==> src/rtl/minmax_pkg.sv <==
// Shared types and defaults for the stream min/max tracker.
//  state_t : frame FSM encoding (IDLE/ACCUM/REPORT; 2'b11 is unused and recovers to IDLE)
//  cmp_t   : one-hot magnitude-compare result {gt, lt, eq}
//  DEF_WIDTH / DEF_CNT_W : default sample and counter widths
package minmax_pkg;

  localparam int unsigned DEF_WIDTH = 4;
  localparam int unsigned DEF_CNT_W = 8;

  typedef enum logic [1:0] {
    IDLE   = 2'b00,
    ACCUM  = 2'b01,
    REPORT = 2'b10
  } state_t;

  typedef struct packed {
    logic gt;
    logic lt;
    logic eq;
  } cmp_t;

endpackage

==> src/rtl/mag_compare.sv <==
// Combinational unsigned magnitude compare of x against y.
//  x, y : WIDTH-bit unsigned operands
//  gt   : x > y
//  lt   : x < y
//  eq   : x == y   (exactly one of gt/lt/eq is set)
module mag_compare #(
  parameter int unsigned WIDTH = 4
) (
  input  logic [WIDTH-1:0] x,
  input  logic [WIDTH-1:0] y,
  output logic             gt,
  output logic             lt,
  output logic             eq
);

  always_comb begin
    gt = (x > y);
    lt = (x < y);
    eq = (x == y);
  end

endmodule

==> src/rtl/stream_minmax_tracker.sv <==
// Tracks running max, min and (saturating) sample count over each framed input
// stream and presents one result per frame on a valid/ready handshake.
//  clk, rst_n            : clock, asynchronous active-low reset
//  in_valid/in_ready     : sample handshake; in_data sample, in_last ends frame
//  out_valid/out_ready   : result handshake
//  out_max/out_min       : frame maximum / minimum
//  out_count/out_sat     : samples in frame, set-if-counter-saturated flag
module stream_minmax_tracker
  import minmax_pkg::*;
#(
  parameter int unsigned WIDTH = DEF_WIDTH,
  parameter int unsigned CNT_W = DEF_CNT_W
) (
  input  logic             clk,
  input  logic             rst_n,
  input  logic             in_valid,
  output logic             in_ready,
  input  logic [WIDTH-1:0] in_data,
  input  logic             in_last,
  output logic             out_valid,
  input  logic             out_ready,
  output logic [WIDTH-1:0] out_max,
  output logic [WIDTH-1:0] out_min,
  output logic [CNT_W-1:0] out_count,
  output logic             out_sat
);

  localparam logic [CNT_W-1:0] CNT_MAX = '1;

  state_t           state;
  state_t           stateNext;
  logic [WIDTH-1:0] maxReg;
  logic [WIDTH-1:0] minReg;
  logic [CNT_W-1:0] countReg;
  logic             satReg;
  logic             inXfer;
  logic             outXfer;

  logic maxGt, maxLt, maxEq;
  logic minGt, minLt, minEq;
  cmp_t cmpMax;
  cmp_t cmpMin;
  logic cmpFault;

  // Both compares see the same sample in the same cycle, so the last sample
  // of a frame is folded into the result on the edge that captures it.
  mag_compare #(.WIDTH(WIDTH)) u_cmp_max (
    .x  (in_data),
    .y  (maxReg),
    .gt (maxGt),
    .lt (maxLt),
    .eq (maxEq)
  );

  mag_compare #(.WIDTH(WIDTH)) u_cmp_min (
    .x  (in_data),
    .y  (minReg),
    .gt (minGt),
    .lt (minLt),
    .eq (minEq)
  );

  always_comb begin
    cmpMax   = '{gt: maxGt, lt: maxLt, eq: maxEq};
    cmpMin   = '{gt: minGt, lt: minLt, eq: minEq};
    cmpFault = ~$onehot(cmpMax) | ~$onehot(cmpMin);
  end

  assert property (@(posedge clk) disable iff (!rst_n) !cmpFault)
    else $error("mag_compare flags not one-hot");

  // Handshake outputs decode from state only.
  always_comb begin
    stateNext = state;
    in_ready  = 1'b1;
    out_valid = 1'b0;
    case (state)
      IDLE: begin
        if (inXfer) stateNext = in_last ? REPORT : ACCUM;
      end
      ACCUM: begin
        if (inXfer && in_last) stateNext = REPORT;
      end
      REPORT: begin
        in_ready  = 1'b0;
        out_valid = 1'b1;
        if (outXfer) stateNext = IDLE;
      end
      default: stateNext = IDLE;
    endcase
  end

  assign inXfer  = in_valid & in_ready;
  assign outXfer = out_valid & out_ready;

  always_ff @(posedge clk or negedge rst_n) begin
    if (!rst_n) begin
      state <= IDLE;
    end else begin
      state <= stateNext;
    end
  end

  // Result registers double as the running accumulators; they hold through
  // REPORT and are only overwritten by the first sample of the next frame.
  always_ff @(posedge clk or negedge rst_n) begin
    if (!rst_n) begin
      maxReg   <= '0;
      minReg   <= '0;
      countReg <= '0;
      satReg   <= 1'b0;
    end else if (inXfer) begin
      case (state)
        IDLE: begin
          maxReg   <= in_data;
          minReg   <= in_data;
          countReg <= {{(CNT_W-1){1'b0}}, 1'b1};
          satReg   <= 1'b0;
        end
        ACCUM: begin
          if (cmpMax.gt) maxReg <= in_data;
          if (cmpMin.lt) minReg <= in_data;
          if (countReg == CNT_MAX) begin
            satReg <= 1'b1;
          end else begin
            countReg <= countReg + 1'b1;
          end
        end
        default: ;
      endcase
    end
  end

  assign out_max   = maxReg;
  assign out_min   = minReg;
  assign out_count = countReg;
  assign out_sat   = satReg;

endmodule

==> config.mk <==
export PLATFORM = sky130hd
export DESIGN_NAME = stream_minmax_tracker
export DESIGN_NICKNAME = d
export VERILOG_FILES = /design/src/rtl/minmax_pkg.sv /design/src/rtl/mag_compare.sv /design/src/rtl/stream_minmax_tracker.sv
export SDC_FILE = /design/constraint.sdc
export NUM_CORES = 1
export LEC_CHECK = 0
export ABC_CLOCK_PERIOD_IN_PS = 4300
export CAP_MARGIN = 20
export CORE_UTILIZATION = 50
export DETAILED_ROUTE_END_ITERATION = 10
export PLACE_DENSITY = 0.8
export SLEW_MARGIN = 0
export SYNTH_ARGS = -nofsm -noshare
export SYNTH_HDL_FRONTEND = slang
export SYNTH_SLANG_ARGS = --single-unit
==> constraint.sdc <==
create_clock -name clk -period 4.3 [get_ports clk]
set_input_delay 0.43 -clock clk [delete_from_list [all_inputs] [get_ports clk]]
set_output_delay 0.43 -clock clk [all_outputs]
set_load 0.05 [all_outputs]
==> impl_metrics.csv, run 1 <==
group,metric,value,unit
status,status,"finished, final reports clean",
floorplanning,core_area,2255,um2
clocking,hold_buffers,0,
cells_and_area,layout.cells.non_filler,183,
sta,worst_slack,1.833,ns
pwr,internal-power,484.1,uW
clocking,clock-sinks,19,
cells_and_area,n_fill_cell,210,
cells_and_area,drive_above_1_share,5.806,%
logic_synthesis,async_reset_ff_share,100.0,%
routing,vias_per_cell,6.049,
logic_synthesis,avgSynthCellArea,9.408,um2
cells_and_area,areaGrowthSynthToFinish,25.57,%
global_route,grt_max_degree,20,
critical_path,path_class,"flop to output port",
pwr,switching_share,49.37,%
routing,routed_wl,2871,um
global_route,grt_usage,24.20,%
sta,max_freq,405.3,MHz
clocking,cts_inserted_buffers,3,
cells_and_area,nets,173,
critical_path,path_max_fanout,19,
clocking,cts_root_buffer,"clkbuf_4",
routing,firstDrtPassIters,4,
pwr,vdd_drop_max,0.0003609,V
min_path,worstHoldStart,"state[1]",
sta,tightest_slew,0.9131,ns
pwr,power.switching,472.0,uW
clocking,cts_max_path_buffers,2,
pwr,p_leak,0.0006810,uW
floorplanning,start_util,53.83,%
global_route,grt_overflow,0,
pwr,clockPowerShare,9.5,%
logic_synthesis,ys_seq_area_share,39.18,%
clocking,clock_latency,0.29,ns
place,gp_congestion,0.8263,
critical_path,cp.required,3.87,ns
logic_synthesis,syn_area,1214,um2
critical_path,cp.arrival,2.04,ns
critical_path,crit_start,"state[0]",
critical_path,r2r-start,"state[1]",
sta,skew,0.003142,ns
place,place_area,1498,um2
routing,vias,1107,
global_route,antenna_found_initial,0,
cells_and_area,diodes,0,
logic_synthesis,yosys.area.top_type_share,39.18,%
logic_synthesis,synth_flop_cell,"dfrtp_1",
logic_synthesis,syn_inst,129,
clocking,ctsResizeCount,0,
critical_path,startpoint_type,"flop",
place,hpwl,2066,um
place,port_buffers,27,
floorplanning,die_x,51.27,um
global_route,first_global_vias,1073,
clocking,post_cts_buffers,0,
clocking,clk_pin_slew,0.11,ns
flow_run,drv_cap,0,
logic_synthesis,synth_edf_count,0,
clocking,cts_tree,"done",
pwr,p_comb_share,59.2,%
sta,slew_violations,0,
floorplanning,io-pin-count,28,
critical_path,cp-end-kind,"output port",
global_route,grt_pass1_wl,4795,um
sta,rsz0062_at_grt,"false",
logic_synthesis,ys_top_cells_by_area,"dfrtp_1 (39%), ha_1 (8.2%), nand3_1 (4.5%), mux2_1 (3.7%), and3_1 (3.1%)",
sta,period_share,57.38,%
logic_synthesis,synth.distinct_cells,37,
pwr,power-per-cell-area,627.4,nW/um2
place,pre_cts_ws,1.594,ns
floorplanning,die-area,2628,um2
floorplanning,num_rows,17,
place,place_inst,179,
sta,setup_viol,0,
logic_synthesis,synth-seq-cells,19,
routing,drtIter0Drc,32,
clocking,htreeDepth,1,
sta,finalSetupTns,0,ns
logic_synthesis,yosysWarnings,0,
sta,hold_viol,0,
min_path,hp-class,"flop to flop",
routing,drc,0,
sta,period_needed,2.467,ns
sta,relSlewSlack,39.00,%
logic_synthesis,yosysTopAreaCell,"dfrtp_1",
logic_synthesis,syn_nets,146,
pwr,seq_power_share,31.3,%
routing,wl_per_cell,15.69,um
cells_and_area,final_area,1524,um2
routing,antenna_left,0,
floorplanning,die_h,51.27,um
[logic make-up after synthesis]
family / count (synthesis) / share of synthesized area (%)
buf+inv: 13 / 4.227
flops: 19 / 39.18
mux: 4 / 3.711
simple gates: 52 / 23.81
fa+ha+maj: 8 / 8.248
compound gates: 33 / 20.83
[registers in the layout, indices dropped and copies added (netlist names)]
signal / flops
out_count: 8
out_max: 4
out_min: 4
state: 2
out_sat: 1
[placed cells by master (no fill, tap or decap), types with 5 or more instances in the layout]
cell type        count
o21ai_0              5
inv_1                8
nor2_1               7
clkdlybuf4s50_1     27
ha_1                 8
and3_1               6
a21oi_1              7
dfrtp_1             19
nand3_1             11
nand2_1              8
[critical path, stage by stage (launching register included)]
cell and delay (ns):
dfrtp_1 0.60, nand2b_1 0.28, inv_1 0.06, clkdlybuf4s50_1 0.80
[cells in the mapped netlist (2+ instances only)]
cell       n
a211o_1    3
ha_1       8
mux2_1     4
o21ai_0    5
a21oi_1    7
nand2b_1   4
inv_1      8
nand3_1   11
and3_1     6
o211ai_1   2
nand4_1    4
nand2_1    8
and2_1     2
a21o_1     3
nor2_1     7
nand3b_1   3
clkbuf_1   2
dfrtp_1   19
a22oi_1    4
buf_2      2
[final timing paths]
check                              to  slack (ns)  cells past startpoint
setup reg to reg           out_max[3]        2.15                      4
hold reg to reg              state[0]        0.50                      1
max in group asynchronous  out_min[3]        3.11                      1
min in group asynchronous  out_max[3]        0.64                      1
setup / recovery            out_valid        1.83                      3
hold / removal               state[0]        0.50                      1
[routing by layer]
metal / wire length (um) / GRT usage, % / part of all wire [%]
met3: 144 / 3.869 / 5.0
met2: 1431 / 41.23 / 50
met1: 1269 / 30.09 / 44
met4: 25 / 10.36 / 0.87
met5: 0 / 0 / 0
[area by class of cell]
cell class                 instances  area [um2]  area share (%)
clock buffer                       4       26.28           1.724
sequential                        19       475.5           31.20
inverter                           8       30.03           1.970
tap                               28       35.03           2.299
timing repair buffer              27       270.3           17.73
multi-input combinational         97       686.9           45.07
[power by group through the flow]
stage	clock network (uW)	logic (uW)	registers (uW)
finish	90.8	566	300
CTS	93.8	567	300
global route	102	604	310
detailed placement	0	566	303
floorplan	0	229	465
global placement	0	549	298
[stage by stage]
step                      hold WS, ns  total power [uW]  utilization [%]
final                          0.5028             956.1            67.59
after global routing           0.5441              1016            67.59
after CTS                      0.5020             960.6            67.59
after detailed placement       0.4858             868.4            66.43
after global placement         0.4753             847.2            66.43
after floorplan                0.1344             694.3                -
Power figures use the tool's default switching activity.
==> run 2: changes to the inputs <==
ABC_CLOCK_PERIOD_IN_PS = 2240   (was 4300)
CORE_UTILIZATION = 44   (was 50)
PLACE_DENSITY = 0.74   (was 0.8)
clock period = 2.24 ns   (was 4.3 ns; I/O delays follow)
==> run 2 against run 1 <==
Total power increased by 94%. Via count decreased by 0.54%. Critical path depth unchanged. Count of clock-buffer cells in the layout decreased by 1. Cell area increased by 4.2%. Die area increased by 13%. Critical endpoint unchanged. Largest power group unchanged. Highest routed layer unchanged.
==> impl_metrics.csv, run 2 (synthesis results as in run 1) <==
group,metric,value,unit
clocking,htreeDepth,1,
global_route,antenna_found_initial,0,
place,gp_congestion,0.7864,
cells_and_area,areaGrowthSynthToFinish,30.82,%
place,place_area,1560,um2
floorplanning,die_h,54.52,um
clocking,cts_inserted_buffers,3,
place,place_inst,189,
floorplanning,io-pin-count,28,
pwr,finalPower,1855,uW
sta,setup_viol,0,
critical_path,cp.arrival,1.69,ns
critical_path,slowest_stage,"clkdlybuf4s50_1",
pwr,p_comb_share,60.5,%
pwr,clockPowerShare,9.3,%
floorplanning,num_rows,18,
cells_and_area,n_fill_cell,221,
place,port_buffers,27,
pwr,p_leak,0.0007223,uW
sta,finalSetupTns,0,ns
sta,relSlewSlack,66.42,%
pwr,power-per-cell-area,1168,nW/um2
cells_and_area,largest_reg_flops,8,
sta,skew,0.01430,ns
global_route,grt_usage,21.97,%
pwr,switching_share,48.79,%
cells_and_area,nets,181,
routing,firstDrtPassIters,4,
sta,slew_violations,0,
critical_path,startpoint_type,"flop",
sta,rsz0062_at_grt,"false",
cells_and_area,drive_above_1_share,11.04,%
sta,period_needed,1.913,ns
critical_path,slowest_delay,0.79,ns
clocking,clock_latency,0.30,ns
critical_path,cp-end-kind,"output port",
critical_path,path_max_fanout,3,
global_route,grt_pass1_wl,4436,um
floorplanning,die_x,54.52,um
critical_path,crit_buf_inv,2,
pwr,vdd_drop_max,0.0007454,V
cells_and_area,layout.cells.non_filler,193,
critical_path,path_class,"flop to output port",
clocking,cts_tree,"done",
cells_and_area,final_util,62.39,%
clocking,cts_max_path_buffers,2,
min_path,hp-class,"input pin to async pin",
flow_run,drv_cap,0,
routing,wl_per_cell,14.34,um
critical_path,cp.required,2.02,ns
floorplanning,start_util,47.69,%
global_route,grt_overflow,0,
critical_path,critical_path.top_delay_family,"buffers and inverters",
routing,vias_per_cell,5.705,
routing,routed_wl,2767,um
routing,drc,0,
routing,drtIter0Drc,37,
sta,period_share,85.42,%
sta,tightest_slew,0.5021,ns
clocking,clock-sinks,19,
routing,antenna_left,0,
status,status,"finished, final reports clean",
cells_and_area,final_area,1588,um2
pwr,internal-power,949.9,uW
floorplanning,core_area,2545,um2
clocking,ctsResizeCount,0,
global_route,grt_max_degree,20,
floorplanning,die-area,2972,um2
clocking,cts_root_buffer,"clkbuf_4",
pwr,seq_power_share,30.2,%
pwr,power.switching,905.0,uW
sta,hold_viol,0,
cells_and_area,layout_commonest_cell,"clkdlybuf4s50_1",
global_route,first_global_vias,988,
clocking,hold_buffers,0,
routing,vias,1101,
critical_path,crit_chain,"nand2b_1 > inv_1 > clkdlybuf4s50_1",
cells_and_area,final_cell_mix,"clkdlybuf4s50_1 (27), dfrtp_1 (19), nand3_1 (11)",
place,hpwl,2035,um
clocking,clk_pin_slew,0.11,ns
cells_and_area,diodes,0,
clocking,post_cts_buffers,0,
sta,max_freq,522.6,MHz
-- run 2: area by class of cell --
| cell class | instances | area (um2) | share of cell area [%] |
|---|---|---|---|
| clock buffer | 3 | 22.52 | 1.418 |
| clock inverter | 1 | 5.005 | 0.3152 |
| inverter | 8 | 30.03 | 1.891 |
| multi-input combinational | 97 | 686.9 | 43.26 |
| sequential | 19 | 475.5 | 29.94 |
| tap | 30 | 37.54 | 2.364 |
| timing repair buffer | 35 | 330.3 | 20.80 |
-- run 2: through the flow --
stage          setup slack [ns]  hold slack, ns
4_1_cts                  0.3084          0.2496
5_1_grt                  0.2711          0.2760
2_1_floorplan           0.08151        -0.07159
3_5_place_dp            0.07650          0.4874
3_3_place_gp             0.1486          0.4872
6_report                 0.3265          0.2480
-- run 2: worst register-to-register path: cells and delay by family, from the launching register on --
family	cells	cell delay, ns
compound gates	2	0.51
flops	1	0.38
mux	1	0.33
fa+ha+maj	1	0.28
simple gates	1	0.21
buf+inv	1	0.05
-- run 2: per-layer routing --
layer  share of wire [%]  track usage (%)  wire, um  vias to the layer above
met5                   0                0         0                        -
met4                 1.7            10.26        48                        0
met3                 3.1            3.333        86                        4
met2                  47            35.57      1294                       34
met1                  48            28.62      1338                      516
li1                    -                -         -                      547
-- run 2: worst paths after layout --
check                      startpoint  slack (ns)            to  depth (start not counted)
max in group asynchronous       rst_n        1.77  out_count[4]                          2
setup reg to reg           out_max[2]        0.36    out_max[0]                          6
hold reg to reg              state[1]        0.51      state[0]                          1
min in group clk            out_ready        0.51      state[1]                          2
hold / removal                  rst_n        0.25  out_count[0]                          2
setup / recovery             state[0]        0.33     out_valid                          3
-- run 2: power by group through the flow --
| stage | Sequential (uW) | Combinational (uW) | Clock (uW) |
|---|---|---|---|
| 6_report | 561 | 1120 | 172 |
| 5_1_grt | 579 | 1210 | 192 |
| 4_1_cts | 559 | 1130 | 180 |
| 3_5_place_dp | 566 | 1120 | 0 |
| 3_3_place_gp | 560 | 1090 | 0 |
| 2_1_floorplan | 893 | 440 | 0 |
==> run 3: changes to the inputs <==
TNS_END_PERCENT = 50   (was not set)
==> results of run 3 <==
No change in the layout: final DEF, timing and power equal those of run 2.
